<file path="config.mk">
export PLATFORM = sky130hd
export DESIGN_NAME = mux_scan_serializer
export DESIGN_NICKNAME = d
export VERILOG_FILES = /design/src/rtl/mux_scan_serializer_pkg.sv /design/src/rtl/mux_16_1.sv /design/src/rtl/mux_scan_serializer.sv
export SDC_FILE = /design/constraint.sdc
export NUM_CORES = 1
export LEC_CHECK = 0
export CORE_MARGIN = 3
export CORE_UTILIZATION = 30
export CTS_BUF_LIST = sky130_fd_sc_hd__clkbuf_16
export DETAILED_ROUTE_END_ITERATION = 16
export GPL_TIMING_DRIVEN = 0
export SLEW_MARGIN = 30
export SYNTH_ARGS = -nofsm -noshare
export SYNTH_HDL_FRONTEND = slang
export SYNTH_SLANG_ARGS = --single-unit
</file>
<file path="constraint.sdc">
create_clock -name clk -period 3.9 [get_ports clk]
set_input_delay 1.17 -clock clk [delete_from_list [all_inputs] [get_ports clk]]
set_output_delay 1.17 -clock clk [all_outputs]
set_load 0.02 [all_outputs]
</file>
<file path="src/rtl/mux_scan_serializer_pkg.sv">
// Shared constants, state encoding and scan-order select bounds for the
// mux scan serializer.
package mux_scan_serializer_pkg;

    localparam int DATA_W = 16;
    localparam int SEL_W  = 4;

    typedef enum logic {
        IDLE = 1'b0,
        SCAN = 1'b1
    } state_t;

    localparam logic [SEL_W-1:0] SEL_START_MSB = 4'd15;
    localparam logic [SEL_W-1:0] SEL_END_MSB   = 4'd0;
    localparam logic [SEL_W-1:0] SEL_START_LSB = 4'd0;
    localparam logic [SEL_W-1:0] SEL_END_LSB   = 4'd15;

endpackage

</file>
<file path="src/rtl/mux_16_1.sv">
// 16:1 multiplexer built as a four-level tree of 2:1 muxes; sel[0] picks
// between adjacent leaves, sel[3] makes the final choice.
module mux_16_1 (
    input  logic [15:0] d,
    input  logic [3:0]  sel,
    output logic        y
);

    logic [7:0] l1;
    logic [3:0] l2;
    logic [1:0] l3;

    genvar i;
    generate
        for (i = 0; i < 8; i++) begin : g_l1
            assign l1[i] = sel[0] ? d[2*i+1] : d[2*i];
        end
        for (i = 0; i < 4; i++) begin : g_l2
            assign l2[i] = sel[1] ? l1[2*i+1] : l1[2*i];
        end
        for (i = 0; i < 2; i++) begin : g_l3
            assign l3[i] = sel[2] ? l2[2*i+1] : l2[2*i];
        end
    endgenerate

    assign y = sel[3] ? l3[1] : l3[0];

endmodule

</file>
<file path="src/rtl/mux_scan_serializer.sv">
// Parallel-to-serial stage: holds a 16-bit word and walks the mux_16_1
// select lines, emitting one bit per valid/ready transfer.
// Define SCAN_PARITY_EN to append an even-parity bit after the data bits.
module mux_scan_serializer
    import mux_scan_serializer_pkg::*;
#(
    parameter int DATA_W_P  = DATA_W,
    parameter int SEL_W_P   = SEL_W,
    parameter int MSB_FIRST = 1
) (
    input  logic                clk,
    input  logic                rst,
    input  logic                load_valid,
    output logic                load_ready,
    input  logic [DATA_W_P-1:0] load_data,
    output logic                ser_valid,
    input  logic                ser_ready,
    output logic                ser_bit,
    output logic                ser_last,
    output logic [SEL_W_P-1:0]  sel_out,
    output logic                busy
);

    localparam logic [SEL_W_P-1:0] SEL_START = (MSB_FIRST != 0) ? SEL_START_MSB : SEL_START_LSB;
    localparam logic [SEL_W_P-1:0] SEL_END   = (MSB_FIRST != 0) ? SEL_END_MSB   : SEL_END_LSB;

    state_t              state;
    logic [DATA_W_P-1:0] hold;
    logic [SEL_W_P-1:0]  sel;
    logic                mux_y;
    logic                is_last;
    logic                data_bit;

    mux_16_1 u_mux (
        .d   (hold),
        .sel (sel),
        .y   (mux_y)
    );

`ifdef SCAN_PARITY_EN
    // Position 0..15 are data bits, position 16 is the parity slot.
    logic [4:0] pos;
    assign is_last  = (pos == 5'(DATA_W_P));
    assign data_bit = is_last ? ^hold : mux_y;
`else
    assign is_last  = (sel == SEL_END);
    assign data_bit = mux_y;
`endif

    assign ser_bit  = (state == SCAN) & data_bit;
    assign ser_last = (state == SCAN) & is_last;
    assign sel_out  = sel;

    always_ff @(posedge clk or posedge rst) begin
        if (rst) begin
            state      <= IDLE;
            hold       <= '0;
            sel        <= SEL_START;
            load_ready <= 1'b1;
            ser_valid  <= 1'b0;
            busy       <= 1'b0;
`ifdef SCAN_PARITY_EN
            pos        <= '0;
`endif
        end else begin
            case (state)
                IDLE: begin
                    if (load_valid && load_ready) begin
                        hold       <= load_data;
                        sel        <= SEL_START;
                        state      <= SCAN;
                        load_ready <= 1'b0;
                        ser_valid  <= 1'b1;
                        busy       <= 1'b1;
`ifdef SCAN_PARITY_EN
                        pos        <= '0;
`endif
                    end
                end
                SCAN: begin
                    if (ser_valid && ser_ready) begin
                        if (is_last) begin
                            state      <= IDLE;
                            sel        <= SEL_START;
                            load_ready <= 1'b1;
                            ser_valid  <= 1'b0;
                            busy       <= 1'b0;
                        end else begin
`ifdef SCAN_PARITY_EN
                            pos <= pos + 5'd1;
                            // sel parks on the end value through the parity slot
                            if (sel != SEL_END)
                                sel <= (MSB_FIRST != 0) ? sel - 1'b1 : sel + 1'b1;
`else
                            sel <= (MSB_FIRST != 0) ? sel - 1'b1 : sel + 1'b1;
`endif
                        end
                    end
                end
                default: state <= IDLE;
            endcase
        end
    end

endmodule

</file>
==> flow_metrics.tcl <==
set metrics [dict create \
    syn_inst 128 \
    drtIter0Drc 34 \
    yosysTopAreaCell "dfrtp_1" \
    htreeDepth 1 \
    path_max_fanout 4 \
    synthFlopType "dfrtp_1" \
    numCtsBuffers 3 \
    layout_common_cells "54 x nand2_1, 28 x clkdlybuf4s50_1, 18 x dfrtp_1, 8 x mux2i_1, 8 x nor2_1" \
    fin_setup_tns_ns 0 \
    design_area_um2 1556 \
    layout_commonest_cell "nand2_1" \
    dieArea_um2 4570 \
    slowest_stage "dfstp_2" \
    dp_hpwl_mm 1.817 \
    wl_per_cell_um 12.31 \
    drc 0 \
    io_buffer_count 28 \
    power_density_nw_per_um2 313.2 \
    antenna_left 0 \
    vias 976 \
    cts_tree "built" \
    drtPass1Iterations 4 \
    drt_wl_total_mm 2.536 \
    fin_cells 206 \
    area_delta_synth_final_pct 36.70 \
    yosys_register_bits 23 \
    peakVddDrop_mv 0.1820 \
    cts_setup_buffers 0 \
    grt_max_degree 24 \
    grt_pass1_vias 889 \
    clk_pin_slew_ns 0.06 \
    p_leak_nw 0.7115 \
    gp_routability_congestion 0.7915 \
    synth.avg_cell_area_um2 8.895 \
    setup_violations 0 \
    die_h_um 67.61 \
    placed_area_um2 1476 \
    initial_utilization 0.3258 \
    rrSetupSlack_ns 2.50 \
    synth-edff-count 0 \
    cap_violations 0 \
    rows 21 \
    chipWidth_um 67.61 \
    postCtsHoldBufs 0 \
    hold_slack_ns 0.4741 \
    async_flop_share 1.000 \
    critical-path-max-stage-delay_ns 0.58 \
    synth_top_area_share 0.3956 \
    drive_gt1_frac 0.1313 \
    grt_pass1_wl_mm 4.077 \
    cts_buffer_depth 2 \
    period_needed_ns 3.387 \
    tightest_slew_ns 0.4739 \
    crit_required_ns 2.73 \
    cts_resized 0 \
    diodes 0 \
    dpl.cell_count 202 \
    status "complete, no violations" \
    crit_arrival_ns 2.22 \
    fin_skew_ns 0.004003 \
    maxSlewHeadroom 0.6836 \
    crit_chain "mux2_2 > o311ai_0 > o22ai_1 > clkdlybuf4s50_1" \
    worst_setup_path_end_kind "output port" \
    grt.total_usage 0.1211 \
    ys_types 25 \
    rsz0062_at_grt "false" \
    overflow 0 \
    startpoint_type "register" \
    synth_area_um2 1139 \
    clk-insertion-delay-late_ns 0.26 \
    synthTopCellsByArea "dfrtp_1 40%, nand2_1 18%, dfstp_2 12%, mux2i_1 7.0%, nor2_1 2.6%" \
    io_pins 29 \
    final_nets 182 \
    hold_violations 0 \
    final_core_util 0.4454 \
    critical_path_class "reg -> out" \
    antenna_found_initial 0 \
    finalCritPeriodShare 0.8685 \
    ys_seq_area_frac 0.5110 \
    cp.buffers_inverters 1 \
    drt-vias-per-instance 4.738 \
    syn-num-nets 149 \
    critPathTopFamily "flip-flops" \
    max_freq_mhz 295.2 \
    hp-class "reg -> reg" \
    cts-root-buf "clkbuf_16" \
    cts_sinks 23 \
    synth_warnings 0 \
    fp.coreArea_um2 3495 \
    final_max_slew_viol_count 0 \
]
where the power goes:
group / internal (W) / switching, W
Sequential: 0.000239 / 0
Clock: 0.000138 / 0.0000866
Combinational: 0.0000167 / 0.00000716
final cells by class:
cell class / instances / area [µm²]
Fill cell: 356 / 1938
Sequential cell: 23 / 581.8
Multi-Input combinational cell: 95 / 494.2
Timing Repair Buffer: 28 / 280.3
Clock buffer: 3 / 75.07
Tap cell: 46 / 57.56
Buffer: 6 / 47.55
Inverter: 4 / 15.01
Clock inverter: 1 / 5.005
sequential cells by signal, indices dropped and copies added (netlist names):
name	flops
busy	1
hold	16
load_ready	1
sel_out	4
state	1
cells by family (layout without fill, tap and decap cells):
kind of cell,after synthesis,count (layout),share of synthesized area
flops,23,23,0.5110
mux,10,10,0.09011
compound gates,15,15,0.08792
buf+inv,10,42,0.05494
simple gates,69,69,0.2450
fa+ha+maj,1,1,0.01099
final timing paths:
path / from / to / cells after the start
worst max-delay path: sel_out[0]$_DFFE_PP1P_ / ser_bit / 4
worst min-delay path: hold[3]$_DFFE_PP0P_ / hold[3]$_DFFE_PP0P_ / 2
worst max register to register: state$_DFF_PP0_ / sel_out[3]$_DFFE_PP1P_ / 4
worst min register to register: hold[3]$_DFFE_PP0P_ / hold[3]$_DFFE_PP0P_ / 2
max in group asynchronous: rst / sel_out[3]$_DFFE_PP1P_ / 2
min in group asynchronous: rst / hold[9]$_DFFE_PP0P_ / 2
synthesized netlist by cell type, types with 2 or more instances:
library cell / number
a21oi_1: 2
a31oi_1: 2
buf_2: 2
buf_4: 2
buf_6: 2
dfrtp_1: 18
dfstp_2: 5
inv_1: 4
mux2_2: 2
mux2i_1: 8
nand2_1: 54
nand3_1: 3
nor2_1: 8
o21ai_0: 4
o311ai_0: 2
routing by layer:
layer	wire (µm)	GRT usage	up-vias	part of all wire
met5	0	0	-	0
met4	46	0.05316	0	0.018
met3	143	0.02995	5	0.056
met2	1221	0.2041	28	0.48
met1	1124	0.1449	453	0.44
li1	-	-	490	-
worst reg2reg max path: stages, from the launching register on:
cell and delay (ns):
dfrtp_1 0.46, nand3b_2 0.37, o21ai_0 0.26, nor2_1 0.08, a31oi_1 0.16
per-stage QoR:
stage	setup WS (ns)	power, W
after floorplan	1.244	0.0002468
after global placement	0.7720	0.0002670
after detailed placement	0.7910	0.0002674
after CTS	0.5005	0.0004914
after global routing	0.3728	0.0005005
final	0.5127	0.0004874
Power figures use the tool's default switching activity.
